`src/rtl/regfile_write_arbiter.sv`:
```
// Write-port arbiter for the 32-entry register file: three writeback sources share
// one write port through a one-entry output stage. Build option: REGARB_FIXED_PRIO_EN.
module regfile_write_arbiter #(
  parameter int DataSize = 32,
  parameter int AddrSize = 5
) (
  input  logic                clock,
  input  logic                reset_n,
  input  logic                alu_valid,
  input  logic [AddrSize-1:0] alu_addr,
  input  logic [DataSize-1:0] alu_data,
  output logic                alu_ready,
  input  logic                load_valid,
  input  logic [AddrSize-1:0] load_addr,
  input  logic [DataSize-1:0] load_data,
  output logic                load_ready,
  input  logic                link_valid,
  input  logic [AddrSize-1:0] link_addr,
  input  logic [DataSize-1:0] link_data,
  output logic                link_ready,
  input  logic                wb_slot,
  input  logic                fetch_req,
  input  logic [AddrSize-1:0] fetch_ra_addr,
  input  logic [AddrSize-1:0] fetch_rb_addr,
  input  logic [AddrSize-1:0] fetch_rt_addr,
  output logic [AddrSize-1:0] write_reg_addr,
  output logic [DataSize-1:0] write_reg_data,
  output logic                do_reg_write,
  output logic                enable_reg_write,
  output logic                enable_reg_fetch,
  output logic                fetch_stall
);

  // Handshake: a requester holds valid with stable addr/data until it sees ready;
  // a transfer happens on the edge where valid & ready are both 1. Ready never
  // depends on anything but the current inputs and registered state.

  logic                active;
  logic                out_valid;
  logic [AddrSize-1:0] out_addr;
  logic [DataSize-1:0] out_data;
  logic                accept;
  logic [2:0]          req;
  logic [2:0]          gnt;
  logic                transfer;
  logic [AddrSize-1:0] win_addr;
  logic [DataSize-1:0] win_data;
  logic                hit;

  assign req    = {link_valid, load_valid, alu_valid};
  // active keeps every ready low until the first edge after reset release
  assign accept = active & (~out_valid | wb_slot);

`ifdef REGARB_FIXED_PRIO_EN
  always_comb begin
    gnt = '0;
    if (accept) begin
      if (req[2])      gnt = 3'b100;
      else if (req[1]) gnt = 3'b010;
      else if (req[0]) gnt = 3'b001;
    end
  end
`else
  logic [1:0] last;
  logic [1:0] cand;

  // Search last+1, last+2, last+3 (mod 3); first pending requester wins.
  always_comb begin
    gnt  = '0;
    cand = last;
    if (accept) begin
      for (int k = 0; k < 3; k++) begin
        cand = (cand == 2'd2) ? 2'd0 : cand + 2'd1;
        if (gnt == 3'b000 && req[cand]) gnt[cand] = 1'b1;
      end
    end
  end

  always_ff @(posedge clock or negedge reset_n) begin
    if (!reset_n) begin
      last <= 2'd2;
    end else if (gnt[0]) begin
      last <= 2'd0;
    end else if (gnt[1]) begin
      last <= 2'd1;
    end else if (gnt[2]) begin
      last <= 2'd2;
    end
  end
`endif

  assign alu_ready  = gnt[0];
  assign load_ready = gnt[1];
  assign link_ready = gnt[2];
  assign transfer   = |gnt;

  always_comb begin
    win_addr = alu_addr;
    win_data = alu_data;
    if (gnt[1]) begin
      win_addr = load_addr;
      win_data = load_data;
    end else if (gnt[2]) begin
      win_addr = link_addr;
      win_data = link_data;
    end
  end

  always_ff @(posedge clock or negedge reset_n) begin
    if (!reset_n) begin
      active    <= 1'b0;
      out_valid <= 1'b0;
      out_addr  <= '0;
      out_data  <= '0;
    end else begin
      active <= 1'b1;
      if (transfer) begin
        out_valid <= 1'b1;
        out_addr  <= win_addr;
        out_data  <= win_data;
      end else if (wb_slot) begin
        out_valid <= 1'b0;
      end
    end
  end

  assign do_reg_write     = out_valid;
  assign enable_reg_write = out_valid & wb_slot;
  assign write_reg_addr   = out_addr;
  assign write_reg_data   = out_data;

  function automatic logic addr_hit(input logic [AddrSize-1:0] a,
                                    input logic [AddrSize-1:0] ra,
                                    input logic [AddrSize-1:0] rb,
                                    input logic [AddrSize-1:0] rt);
    return (a == ra) || (a == rb) || (a == rt);
  endfunction

  // A draining stage is still a hit: the file reads the old value on that edge.
  always_comb begin
    hit = 1'b0;
    if (out_valid  && addr_hit(out_addr,  fetch_ra_addr, fetch_rb_addr, fetch_rt_addr)) hit = 1'b1;
    if (alu_valid  && addr_hit(alu_addr,  fetch_ra_addr, fetch_rb_addr, fetch_rt_addr)) hit = 1'b1;
    if (load_valid && addr_hit(load_addr, fetch_ra_addr, fetch_rb_addr, fetch_rt_addr)) hit = 1'b1;
    if (link_valid && addr_hit(link_addr, fetch_ra_addr, fetch_rb_addr, fetch_rt_addr)) hit = 1'b1;
  end

  assign enable_reg_fetch = fetch_req & ~hit;
  assign fetch_stall      = fetch_req & hit;

endmodule

```
`config.mk`:
```
export PLATFORM = sky130hd
export DESIGN_NAME = regfile_write_arbiter
export DESIGN_NICKNAME = d
export VERILOG_FILES = /design/src/rtl/regfile_write_arbiter.sv
export SDC_FILE = /design/constraint.sdc
export NUM_CORES = 1
export LEC_CHECK = 0
export ABC_AREA = 1
export BUFFER_PORTS_ARGS = -buffer_cell sky130_fd_sc_hd__clkbuf_2
export CAP_MARGIN = 25
export CORE_MARGIN = 2
export CORE_UTILIZATION = 48
export DETAILED_ROUTE_END_ITERATION = 16
export PLACE_DENSITY_LB_ADDON = 0.08
export SKIP_CTS_REPAIR_TIMING = 1
export SKIP_LAST_GASP = 1
export SLEW_MARGIN = 0
export SYNTH_ARGS = -nofsm -noshare
export SYNTH_HDL_FRONTEND = slang
export SYNTH_SLANG_ARGS = --single-unit
```
`constraint.sdc`:
```
create_clock -name clock -period 2.4 [get_ports clock]
set_clock_uncertainty 0.15 [all_clocks]
set_input_delay 0.36 -clock clock [delete_from_list [all_inputs] [get_ports clock]]
set_output_delay 0.36 -clock clock [all_outputs]
set_load 0.01 [all_outputs]
```
# ---- Word level (Yosys, flattened, before mapping)
# Index checks and enable logic that the tools add are counted.
dict set report word_totals {
  register_bits 41
  in_bits 133
  out_inout_bits 44
  elab_cells 94
}
dict set report classes {
  n_addsub 3
  n_lt_le_gt_ge 6
  eq_ne 15
  muxes 34
  n_bitwise 9
  n_reduce_logical 22
}
# operator count
set op_table {}
lappend op_table {{$mux 32} 2}
lappend op_table {{$eq 5x5->1} 12}
lappend op_table {{$mux 3} 6}
lappend op_table {{$mux 1} 12}
lappend op_table {{$mux 2} 6}
lappend op_table {{$mux 5} 2}
lappend op_table {{$logic_and 1x1->1} 9}
lappend op_table {{$lt 2x3->1 const B} 3}
lappend op_table {{$logic_or 1x1->1} 8}
lappend op_table {{$add 2x1->2 const B} 3}
lappend op_table {{$bmux 1 s2} 3}
lappend op_table {{$demux 1 s2} 3}
lappend op_table {{$eq 2x2->1 const B} 3}
lappend op_table {{$ge 2x1->1 const B} 3}
lappend op_table {{$logic_not 3->1} 2}
lappend op_table {{$or 3x3->3} 2}
lappend op_table {{$and 1x1->1} 4}
lappend op_table {{$reduce_bool 3->1} 1}
lappend op_table {{$reduce_or 3->1} 1}
lappend op_table {{$not 1->1} 2}
lappend op_table {{$reduce_bool 2->1} 1}
lappend op_table {{$or 1x1->1} 1}

# ---- Depth between registers and ports, before layout
dict set report logic_depth {
  word_depth 19
  ltp_mapped 18
}

# ---- Least setup slack after synthesis
# Ideal clock, no wire load.
dict set report synth_path {
  path_kind {reg-to-output}
  from {register last[1]}
  to {output link_ready}
  t_arrival_ps 1752
  t_required_ps 1890
  setup_slack_ps 138
  path_stages_with_launch 14
  path_cell_list {dfstp_2 buf_4 inv_2 nand2_1 nor2_2 nor2_4 nand3_1 nand2_1 nand4_1 nand2_1 nand2_2 buf_4 buf_4 inv_1}
}
dict set report synth_via {
  elab_chain_cells 16
  elab_cells_between_ends 42
  cone_classes {add/sub (3); order compare (6); eq/ne (3); mux (21); bitwise (2); reduce/logical (7)}
}
# item line_no
set synth_rtl {}
lappend synth_rtl {{start: declaration} 64} ;# logic [1:0] last;
lappend synth_rtl {{start signal: assignment} 81} ;# last <= 2'd2;
lappend synth_rtl {{start signal: assignment} 83} ;# last <= 2'd0;
lappend synth_rtl {{start signal: assignment} 85} ;# last <= 2'd1;
lappend synth_rtl {{$add 2x1->2 or $eq 2x2->1 (tied branches)} 73} ;# cand = (cand == 2'd2) ? 2'd0 : cand + 2'd1;
lappend synth_rtl {{$mux 2 *} 73}
lappend synth_rtl {{parallel branches: the longest is 12 deep, another holds $lt 2x3->1} n/a}
lappend synth_rtl {{$mux 3 *} 74} ;# if (gnt == 3'b000 && req[cand]) gnt[cand] = 1'b1;
lappend synth_rtl {{$mux 3 *} 71} ;# if (accept) begin
lappend synth_rtl {{end: declaration} 20} ;# output logic link_ready,
# Every way passes the cells marked *. The select of a mux whose other input is x is not followed.

# ---- Worst setup path after layout
dict set report layout_path {
  from {register last[1]}
  to {output load_ready}
}
dict set report layout_via {
  elab_chain_cells 16
  elab_cells_between_ends 42
  cone_classes {add/sub (3); order compare (6); eq/ne (3); mux (21); bitwise (2); reduce/logical (7)}
}
# item line_no
set layout_rtl {}
lappend layout_rtl {{$add 2x1->2 or $eq 2x2->1 (tied branches)} 73}
lappend layout_rtl {{$mux 2 *} 73}
lappend layout_rtl {{parallel branches: the longest is 12 deep, another holds $lt 2x3->1} n/a}
lappend layout_rtl {{$mux 3 *} 74}
lappend layout_rtl {{$mux 3 *} 71}
lappend layout_rtl {{end: declaration} 16} ;# output logic load_ready,
# Marked as above.

==> metrics.cfg <==
[floorplanning]
core_um2=7727
num_rows=32
initial_core_util_pct=49.30
fp.dieH_um=93.09
die_area_um2=8666
ioPinCount=177
die_w_um=93.09

[global_route]
grt_max_degree=38
grt_overflow=0
grt_pass1_wl_um=18910
antenna_found_initial=0
grt.total_usage_pct=26.81
grt_pass1_vias=4118

[pwr]
switchingPower_uw=3223
combPwrFrac_pct=71.7
p_int_uw=3158
seqPwrFrac_pct=21.3
leakagePower_uw=0.003246
p_sw_share_pct=50.51
pwr-share-clk_pct=7.0
ir_drop_mv=0.6498
power_density_nw_per_um2=1235

[place]
io_buffers=176
dp.cells=902
dpl.hpwl_um=9155
place_area_um2=4801
gp_congestion=0.8751

[synth]
synthCells=638
ys_seq_elements=41
yosys_warnings=0
syn_area_um2=3810
ys_seq_area_share_pct=26.96
synth.distinct_cells=32
syn_nets=771
syn_area_per_cell_um2=5.972

[cts]
htree_levels=2
cts_buffer_depth=2
cts_sinks=41
numCtsBuffers=5
path_clk_slew_ns=0.08
insertion_delay_ns=0.30
cts_tree=built
cts_root_buf=clkbuf_8

[timing]
tns_ns=-1.026
min_period_ns=2.546
finalMaxSlewViolations=0
fin_ws_ns=-0.1461
rsz0062_at_grt=true
worst_pin_slew_ns=0.5287
period_share_pct=106.1
max-slew-margin-rel_pct=64.75
setup_viol=41
holdWs_ns=0.1487
final-hold-violation-count=0
clock.fmax_mhz=392.8

[worst_setup_path]
worstReg2RegStart=last[1]$_DFFE_PN1P_
arrival_ns=2.04
cp-end-kind=output port
cp.required_ns=1.89
r2r_end=write_reg_data[12]$_DFFE_PN0P_
critPathKind=flip-flop to output port
r2r_cells=17
worstPathMaxFanout=6
cp-start-kind=flip-flop
reg2reg_slack_ns=-0.04

[outcome]
status=finished, violations left
violations=negative setup slack

[drt]
vias=4518
drt_wl_total_um=11920
drt_iter0_markers=219
via_per_inst=4.853
drc_errors=0
drtAntennaViolNets=0
drt-pass1-iter-count=5
post_drt_wl_per_cell_um=12.80

[finish]
final_core_utilization_pct=66.87
finalNetCount=961
drive_gt1_share_pct=32.57
syn2layout_area_growth_pct=35.63
num-fill-cells=728
diodes=0
design_area_um2=5167
final_cells=931

[min_path]
hold_class=primary input to flip-flop
holdPathStages=2
hold_end=do_reg_write$_DFFE_PN0P_
min_from=wb_slot

[run]
maxCapViolations=0

## final cells by class
cell class	count	area (um2)	area share, %
clock buffer	5	68.82	1.332
clock inverter	3	17.52	0.3390
inverter	104	395.4	7.651
multi-input combinational	461	2257	43.68
sequential	41	1032	19.98
tap	102	127.6	2.470
timing repair buffer	215	1269	24.55
## state kept, by name, summed over array words and instances (netlist names)
| signal | flops |
|---|---|
| active | 1 |
| last | 2 |
| do_reg_write | 1 |
| write_reg_addr | 5 |
| write_reg_data | 32 |
## worst max-delay path: stages (launching register included)
cell	delay, ns
dfstp_2	0.63
inv_2	0.09
nand2_2	0.09
nor2_2	0.05
nor2_4	0.13
nand2_2	0.09
nand2_1	0.08
nand2_2	0.07
nand4_1	0.11
nand3_2	0.15
inv_4	0.12
clkbuf_2	0.13
## layer usage
metal	wire length, um	share of wire [%]	GRT usage [%]
met1	5213	44	35.69
met2	5873	49	46.38
met3	728	6.1	4.271
met4	102	0.86	5.147
met5	0	0	0
## synth_stat cells
cell type / count / area, um2
dfrtp_1: 40 / 1001
a221oi_1: 2 / 17.52
a22oi_1: 1 / 7.510
a21oi_1: 8 / 40.04
o21bai_1: 2 / 15.01
buf_8: 1 / 15.01
o21ai_1: 3 / 15.01
nand3_1: 92 / 460.4
inv_2: 14 / 52.55
inv_1: 90 / 337.8
dfstp_2: 1 / 26.28
nor2_4: 2 / 22.52
nand3_2: 3 / 30.03
xor2_1: 21 / 183.9
o221ai_1: 1 / 8.760
a22o_1: 1 / 8.760
buf_1: 2 / 7.510
buf_4: 8 / 60.06
nor3_1: 7 / 35.03
nand2_1: 256 / 960.9
nor2_2: 2 / 12.51
buf_2: 9 / 45.04
conb_1: 1 / 3.750
o21ai_0: 3 / 15.01
xnor2_1: 18 / 157.7
nor3b_1: 2 / 15.01
buf_6: 4 / 45.04
nand4_1: 6 / 37.54
o22ai_1: 2 / 12.51
nand2_2: 10 / 62.56
clkbuf_1: 8 / 30.03
nor2_1: 18 / 67.56
## worst max path at each step
stage / slack (ns) / to / startpoint
global placement: 0.03 / write_reg_data[30]$_DFFE_PN0P_ / last[1]$_DFFE_PN1P_
finish: -0.15 / load_ready / last[1]$_DFFE_PN1P_
floorplan: 0.14 / link_ready / last[1]$_DFFE_PN1P_
detailed placement: -0.11 / write_reg_data[30]$_DFFE_PN0P_ / last[1]$_DFFE_PN1P_
CTS: -0.32 / load_ready / last[1]$_DFFE_PN1P_
global route: -0.27 / link_ready / last[1]$_DFFE_PN1P_
## kinds of logic (layout without fill, tap and decap cells)
kind of cell / Yosys count / after routing / synth area share (%)
AO/OA/AOI/OAI: 23 / 23 / 3.678
flip-flops: 41 / 41 / 26.96
other: 1 / 1 / 0.09843
buffers and inverters: 136 / 327 / 15.57
AND/OR/NAND/NOR: 398 / 398 / 44.73
XOR/XNOR: 39 / 39 / 8.966
## power groups by stage
stage | clock network (uW) | logic [uW] | registers [uW]
finish | 448 | 4580 | 1360
global placement | 0 | 3950 | 1350
floorplan | 0 | 2770 | 1440
CTS | 468 | 4060 | 1350
global route | 495 | 5190 | 1400
detailed placement | 0 | 4060 | 1350
## through the flow
stage / total power, uW / setup WS [ns]
floorplan: 4213 / 0.1378
global placement: 5308 / 0.03452
detailed placement: 5412 / -0.1077
CTS: 5880 / -0.3244
global route: 7086 / -0.2667
finish: 6381 / -0.1461
## cell usage in the layout (no fill, tap or decap), types with 3 or more instances in the layout
cell type	Yosys	routed
o21ai_0	3	3
nand2_1	256	249
nand2_2	10	15
xnor2_1	18	18
nor3_1	7	6
nand3_1	92	89
inv_2	14	12
clkbuf_2	0	176
clkbuf_8	0	5
inv_1	90	90
a21oi_1	8	8
dfrtp_1	40	36
nand4_1	6	6
buf_12	0	5
buf_6	4	4
xor2_1	21	21
buf_4	8	27
nor2_1	18	18
dfrtp_2	0	4
nand3_2	3	5
No activity file was read; power rests on OpenSTA's default activity.
